File: src/rtl/nexus_push_arbiter.sv
// Round-robin push arbiter in front of the Nexus PIFO. It enforces per-tenant
// occupancy quotas and the total capacity, and stamps the tenant ID into each pushed word.
module nexus_push_arbiter #(
  parameter  int TENANTS = 4,
  parameter  int PTW     = 16,
  parameter  int MTW     = 32,
  parameter  int DEPTH   = 1024,
  parameter  int CNT_W   = 11,
  localparam int TID_W   = $clog2(TENANTS),
  localparam int DW      = MTW + PTW
) (
  input  logic                  i_clk,
  input  logic                  i_rst,
  input  logic [TENANTS-1:0]    i_req,
  input  logic [TENANTS*DW-1:0] i_req_data,
  output logic [TENANTS-1:0]    o_ack,
  input  logic                  i_hold,
  output logic                  o_push,
  output logic [DW-1:0]         o_push_data,
  input  logic                  i_pop_fire,
  input  logic [TID_W-1:0]      i_pop_tenant,
  input  logic                  i_cfg_we,
  input  logic [TID_W-1:0]      i_cfg_tenant,
  input  logic [CNT_W-1:0]      i_cfg_quota,
  output logic [CNT_W-1:0]      o_cfg_occ,
  output logic [CNT_W-1:0]      o_total_occ,
  output logic                  o_full,
  output logic                  o_err
);

  localparam logic [CNT_W-1:0] DEPTH_C     = CNT_W'(DEPTH);
  localparam logic [CNT_W-1:0] RST_QUOTA_C = CNT_W'(DEPTH / TENANTS);

  logic [CNT_W-1:0]   occ_q   [TENANTS];
  logic [CNT_W-1:0]   occ_d   [TENANTS];
  logic [CNT_W-1:0]   quota_q [TENANTS];
  logic [CNT_W-1:0]   quota_d [TENANTS];
  logic [CNT_W-1:0]   total_q, total_d;
  logic [TID_W-1:0]   rr_ptr_q, rr_ptr_d;
  logic               push_q, push_d;
  logic [DW-1:0]      push_data_q, push_data_d;
  logic               err_q, err_d;

  logic [TENANTS-1:0] eligible;
  logic [TENANTS-1:0] pop_vec;
  logic [TID_W-1:0]   search_idx;
  logic [TID_W-1:0]   winner;
  logic               grant;
  logic               pop_valid;
  logic               pop_err;
  logic               cap_full;
  logic [CNT_W-1:0]   cfg_quota_clamped;
  logic [DW-1:0]      push_word;

  assign cap_full = (total_q >= DEPTH_C);

  always_comb begin
    for (int t = 0; t < TENANTS; t++) begin
      eligible[t] = i_req[t] && (occ_q[t] < quota_q[t]) && !cap_full && !i_hold && !i_rst;
    end
  end

  // NOTE: every always_comb output gets a default before any conditional
  // assignment; otherwise an unassigned path infers a latch.
  always_comb begin
    grant      = 1'b0;
    winner     = '0;
    search_idx = '0;
    // The search starts one past the last winner; TID_W-bit addition wraps modulo TENANTS.
    for (int k = 1; k <= TENANTS; k++) begin
      search_idx = rr_ptr_q + TID_W'(k);
      if (!grant && eligible[search_idx]) begin
        grant  = 1'b1;
        winner = search_idx;
      end
    end
  end

  assign o_ack = grant ? (TENANTS'(1) << winner) : '0;

  always_comb begin
    push_word                 = i_req_data[int'(winner)*DW +: DW];
    push_word[DW-1 -: TID_W]  = winner;
  end

  assign pop_valid = i_pop_fire && (occ_q[i_pop_tenant] != '0);
  assign pop_err   = i_pop_fire && (occ_q[i_pop_tenant] == '0);
  assign pop_vec   = pop_valid ? (TENANTS'(1) << i_pop_tenant) : '0;

  // A grant and a pop on the same tenant cancel, so occupancy never counts in-flight words twice.
  always_comb begin
    occ_d = occ_q;
    for (int t = 0; t < TENANTS; t++) begin
      case ({o_ack[t], pop_vec[t]})
        2'b10:   occ_d[t] = occ_q[t] + 1'b1;
        2'b01:   occ_d[t] = occ_q[t] - 1'b1;
        default: occ_d[t] = occ_q[t];
      endcase
    end
  end

  always_comb begin
    case ({grant, pop_valid})
      2'b10:   total_d = total_q + 1'b1;
      2'b01:   total_d = total_q - 1'b1;
      default: total_d = total_q;
    endcase
  end

  assign cfg_quota_clamped = (i_cfg_quota > DEPTH_C) ? DEPTH_C : i_cfg_quota;

  always_comb begin
    quota_d = quota_q;
    if (i_cfg_we) begin
      quota_d[i_cfg_tenant] = cfg_quota_clamped;
    end
  end

  always_comb begin
    rr_ptr_d    = grant ? winner : rr_ptr_q;
    push_d      = grant;
    push_data_d = grant ? push_word : push_data_q;
    err_d       = err_q | pop_err;
  end

  // NOTE: all state uses non-blocking assignments so every register samples
  // the pre-edge values of the others, independent of statement order.
  always_ff @(posedge i_clk) begin
    if (i_rst) begin
      // NOTE: the per-tenant counter and quota arrays are small flop arrays,
      // not SRAM, so they are reset explicitly to known values.
      for (int t = 0; t < TENANTS; t++) begin
        occ_q[t]   <= '0;
        quota_q[t] <= RST_QUOTA_C;
      end
      total_q     <= '0;
      rr_ptr_q    <= TID_W'(TENANTS - 1);
      push_q      <= 1'b0;
      push_data_q <= '0;
      err_q       <= 1'b0;
    end else begin
      for (int t = 0; t < TENANTS; t++) begin
        occ_q[t]   <= occ_d[t];
        quota_q[t] <= quota_d[t];
      end
      total_q     <= total_d;
      rr_ptr_q    <= rr_ptr_d;
      push_q      <= push_d;
      push_data_q <= push_data_d;
      err_q       <= err_d;
    end
  end

  assign o_push      = push_q;
  assign o_push_data = push_data_q;
  assign o_cfg_occ   = occ_q[i_cfg_tenant];
  assign o_total_occ = total_q;
  assign o_full      = (total_q == DEPTH_C);
  assign o_err       = err_q;

endmodule

File: config.mk
export PLATFORM = sky130hd
export DESIGN_NAME = nexus_push_arbiter
export DESIGN_NICKNAME = d
export VERILOG_FILES = /design/src/rtl/nexus_push_arbiter.sv
export SDC_FILE = /design/constraint.sdc
export NUM_CORES = 1
export LEC_CHECK = 0
export CAP_MARGIN = 0
export CORE_ASPECT_RATIO = 0.9
export CORE_MARGIN = 1.5
export CORE_UTILIZATION = 49
export DETAILED_ROUTE_END_ITERATION = 10
export PLACE_DENSITY = 0.93
export SYNTH_ARGS = -nofsm -noshare
export SYNTH_HDL_FRONTEND = slang
export SYNTH_SLANG_ARGS = --single-unit
File: constraint.sdc
create_clock -name i_clk -period 7.1 [get_ports i_clk]
set_input_delay 2.13 -clock i_clk [delete_from_list [all_inputs] [get_ports i_clk]]
set_output_delay 2.13 -clock i_clk [all_outputs]
set_load 0.05 [all_outputs]
# [Word level (Yosys, flattened, before mapping)]
# Index checks and enable logic that the tools add are counted.
[op_classes] n_addsub=13 multipliers=1 div_mod_pow=0 order_cmp=13 n_eq_ne=11 n_shift=3 n_mux=33 bitwise=3 reduce_logical=35
[op_table] cell="192-bit by 9-bit variable part select with 46-bit output" n=1
[op_table] cell="11-bit case mux with 2 select lines" n=5
[op_table] cell="11-bit 2-to-1 mux" n=6
[op_table] cell="11-bit by 1-bit adder with 11-bit output (second input constant)" n=5
[op_table] cell="11-bit by 1-bit subtractor with 11-bit output (second input constant)" n=5
[op_table] cell="11-bit binary-select mux with 2-bit select" n=2
[op_table] cell="44-bit bitwise mux" n=1
[op_table] cell="11-bit less-than comparator" n=4
[op_table] cell="11-bit demux with 2-bit select" n=1
[op_table] cell="1-bit logical AND" n=22
[op_table] cell="2-bit by 3-bit less-than comparator with 1-bit output (second input constant)" n=4
[op_table] cell="11-bit equality test (second input constant)" n=1
[op_table] cell="11-bit greater-or-equal comparator (second input constant)" n=1
[op_table] cell="11-bit greater-than comparator (second input constant)" n=1
[op_table] cell="11-bit zero test" n=1
[op_table] cell="11-bit nonzero test" n=1
[op_table] cell="2-bit by 1-bit equality test with 1-bit output (second input constant)" n=5
[op_table] cell="2-bit equality test (second input constant)" n=5
[op_table] cell="2-bit nonzero test" n=5
[op_table] cell="1-bit binary-select mux with 2-bit select" n=4
[op_table] cell="1-bit 2-to-1 mux" n=8
[op_table] cell="2-bit 2-to-1 mux" n=4
[op_table] cell="4-bit 2-to-1 mux" n=2
[op_table] cell="1-bit by 2-bit << shifter with 4-bit output (first input constant)" n=2
[op_table] cell="8 further kinds" n=16
[totals] regBits=151 latch_bits=0 ramBits=0 rom_bits=0 in_bits=216 out_inout_bits=77 word_cells=125 n_memories=0

# [Depth between registers and ports, before layout]
[logic_depth] depth_word=21 ltp_mapped=23 ltp_nobuf=21

# [Least setup slack after synthesis]
# No wires, ideal clock.
[synth_path] kind="input port to output port" start="in i_hold" end="out o_ack[0]" t_arrival_ns=4.092 required_time_ns=4.970 slack_ns=0.878 cell_stages=10 n_path_buf=2 cell_sequence="nor3_4 > nand4b_1 > a211oi_2 > o21ai_2 > a311oi_1 > o22ai_1 > buf_4 > buf_12 > or3_4 > inv_2"
[synth_between] elab_chain_len=17 elab_cells_between_ends=33 cone_classes="1 x shift; 17 x mux; 15 x reduce/logical"
[synth_lines] element="start, declared" line_no="17" source="input logic i_hold,"
[synth_lines] element="1-bit zero test (*)" line_no="59" source="eligible[t] = i_req[t] && (occ_q[t] < quota_q[t]) && !cap_full && !i_hold && !i_rst;"
[synth_lines] element="1-bit logical AND (2 in a row)" line_no="59"
[synth_lines] element="1-bit binary-select mux with 2-bit select" line_no="72" source="if (!grant && eligible[search_idx]) begin"
[synth_lines] element="1-bit 2-to-1 mux (not written as such)" line_no="72"
[synth_lines] element="1-bit 2-to-1 mux" line_no="72"
[synth_lines] element="1-bit zero test" line_no="72"
[synth_lines] element="1-bit logical AND" line_no="72"
[synth_lines] element="1-bit 2-to-1 mux" line_no="72"
[synth_lines] element="1-bit zero test" line_no="72"
[synth_lines] element="1-bit logical AND" line_no="72"
[synth_lines] element="1-bit 2-to-1 mux" line_no="72"
[synth_lines] element="1-bit zero test" line_no="72"
[synth_lines] element="1-bit logical AND" line_no="72"
[synth_lines] element="2-bit 2-to-1 mux" line_no="72"
[synth_lines] element="1-bit by 2-bit << shifter with 4-bit output" line_no="79" source="assign o_ack = grant ? (TENANTS'(1) << winner) : '0;"
[synth_lines] element="4-bit 2-to-1 mux (*)" line_no="79"
[synth_lines] element="end, declared" line_no="16" source="output logic [TENANTS-1:0] o_ack,"
# Mark *: on every way between the ends. The rest lies on a longest branch, timed or not. The select of a mux whose other input is x is not followed.

# [Final worst setup path]
# Ends and elaborated chain as after synthesis.

==> metrics.cfg <==
[status]
status = complete, no violations

[floorplanning]
fp.coreArea_um2 = 20800
io_pins = 293
initial_core_util_pct = 50.1
dieArea_um2 = 22200
std_cell_rows = 50
die_y_um = 142
die_x_um = 157

[critical_path]
worst-path-buf-inv = 4
cpMostUsedCell = o2111a_1
crit_arrival_ns = 4.86
startpoint_type = input pin
cp_cell_sequence = clkdlybuf4s50_1 > nor3_4 > o2111a_1 > o2111a_1 > nor3b_2 > a311oi_1 > buf_4 > o22ai_4 > or3_4 > inv_2 > buf_12
worstPathMaxFanout = 6
crit_type = input pin to output pin
endpoint_kind = output pin
r2r-start = occ_q[19]
worstRegToRegCells = 21
crit_family = compound AO/OA/AOI/OAI gates
r2r_end = occ_q[43]
cp.required_ns = 4.97
slowest_stage = clkdlybuf4s50_1
cpPeakStageDelay_ns = 0.45
r2r_setup_slack_ns = 2.09

[cts]
cts_tree = done
post_cts_resized = 0
clk_latency_ns = 0.44
numCtsBuffers = 17
clockRootBuffer = clkbuf_16
cts_sinks = 151
htreeDepth = 4
cts_setup_buffers = 0
cts_buffer_depth = 2
clk_pin_slew_worst_paths_ns = 0.06
holdBufCountCts = 0

[layout]
post-route-util_pct = 67.5
design_area_um2 = 14100
layout_commonest_cell = clkdlybuf4s50_1
fill_cells = 1543
multi_input_area_um2 = 6780
nets = 1751
drive_gt1_share_pct = 8.12
final_cell_mix = 279 x clkdlybuf4s50_1, 151 x dfxtp_1, 125 x nand2_1
fin_cells = 1743
synthToLayoutAreaGrowth_pct = 34.7
ff_latch_area_um2 = 3020

[routing]
drtAntennaViolNets = 0
drc = 0
drtPass1Iterations = 5
drt-wirelength-per-cell_um = 19.6
via_per_inst = 5.94
wl_um = 34100
dr.first_iter.drc_count = 871
num_vias = 10400

[synthesis]
synth_cell_types = 69
syn-cell-area_um2 = 10400
synth_edf_count = 0
syn_inst = 1185
ys.flop_type = dfxtp_1
synth-seq-area-share_pct = 28.9
avgSynthCellArea_um2 = 8.81
synth_area_leaders = dfxtp_1 29%, ha_1 11%, mux2i_1 9.3%
synth.largest_area_cell = dfxtp_1
synth_fp_nets = 1496
synth_top_area_share_pct = 28.9
ys_warn_count = 0
ys_seq_elements = 151
synthArstFlopShare_pct = 0

[power]
peakVddDrop_mv = 0.185
power.total_uw = 3100
p_leak_uw = 0.00559
power.density_nw_per_um2 = 221

[global_routing]
grt_antenna_before_repair = 4
grt_pass1_wl_um = 50900
top_usage_layer = met2
grt_max_degree = 103
use_met3_pct = 8.64
met2_usage_pct = 51.2
grt_overflow_total = 0
use_met1_pct = 32.8
grt_pass1_vias = 9833
grtUsageTotal_pct = 29.7

[placement]
hpwl_um = 25600
place_area_um2 = 13400
io_buffers = 284
gp_congestion = 0.975
dp.cells = 1707

[timing]
fmax_mhz = 143
slew_headroom_pct = 21.3
finalCritPeriodShare_pct = 98.4
fin_worst_skew_ns = 0.0294
grt_setup_unrepaired = false
final_max_slew_viol_count = 0
setup_viol = 0
min_period_ns = 6.99
finalSetupTns_ns = 0
worstMarginPinSlew_ns = 1.18
hold_viol_final = 0

[run]
max-cap-violations = 0

[worst_hold_path]
whs_path_depth = 2
min-delay-start = quota_q[1]
hold-path-endpoint = quota_q[1]
min_path_type = register to register

## power breakdown
| group | internal [µW] | total [µW] | switching [µW] |
|---|---|---|---|
| registers | 926 | 996 | 70.0 |
| clock network | 573 | 946 | 372 |
| logic | 467 | 1160 | 696 |
## state kept, by name (all words and copies together), names as in the netlist
signal       flops
o_push           1
o_total_occ     11
quota_q         44
occ_q           44
rr_ptr_q         2
o_err            1
o_push_data     48
## layer usage
| metal | vias up | share of wire [%] |
|---|---|---|
| met4 | 0 | 4.8 |
| met2 | 522 | 48 |
| met5 | - | 0 |
| met3 | 117 | 9.3 |
| li1 | 4844 | - |
| met1 | 4873 | 38 |
## worst reg2reg max path: cells and delay by family (launching register included)
kind / cells / cell delay, ns
AO/OA/AOI/OAI: 11 / 2.32
AND/OR/NAND/NOR: 4 / 1.01
adder cells (fa/ha/maj): 3 / 0.72
flip-flops: 1 / 0.47
buffers and inverters: 3 / 0.43
## worst max-delay path by stage
stage | from | to | slack [ns] | cells after the start
final | i_hold | o_ack[0] | 0.11 | 11
after global routing | i_hold | o_ack[0] | 0.02 | 11
after CTS | i_hold | o_ack[0] | 0.18 | 11
after detailed placement | i_hold | occ_q[32] | 0.18 | 19
after global placement | i_hold | o_ack[0] | 0.27 | 11
after floorplan | i_hold | o_ack[0] | 0.88 | 10
## cells in the mapped netlist (11+ instances only)
library cell  instances
dfxtp_1             151
nor4_1               17
a221oi_2             41
nand3_1              26
o21ai_1              14
ha_1                 90
mux2i_1              97
inv_1                78
o21bai_1             51
nor2_1               85
a21oi_1             110
mux4_2               11
nor2b_1              28
nand2_1             125
or4_1                15
xnor2_1              20
clkbuf_1             36
nand3b_1             11
## cell families (layout without fill, tap and decap cells)
kind of cell / count (synthesis) / in the layout / share of synthesized area [%]
xor+xnor: 25 / 25 / 2.10
mux: 108 / 108 / 11.7
buf+inv: 144 / 412 / 6.37
fa+ha+maj: 95 / 95 / 11.7
simple gates: 364 / 364 / 17.3
compound gates: 298 / 298 / 21.9
other cells: 0 / 4 / 0
flops: 151 / 151 / 28.9
## metrics by stage
stage               hold WS, ns  setup slack (ns)
finish                    0.458             0.112
CTS                       0.455             0.179
global route              0.472            0.0156
floorplan                 0.432             0.878
global placement          0.443             0.269
detailed placement        0.447             0.176
## area by class of cell
| class | count | share of cell area (%) |
|---|---|---|
| repair buffers | 300 | 21.2 |
| clock buffers | 22 | 3.30 |
| inverters | 80 | 2.13 |
| flip-flops and latches | 151 | 21.5 |
| well taps | 286 | 2.54 |
| clock inverters | 10 | 1.01 |
| multi-input cells | 890 | 48.2 |
| diodes | 4 | 0.0712 |
No activity file was read; power rests on OpenSTA's default activity.
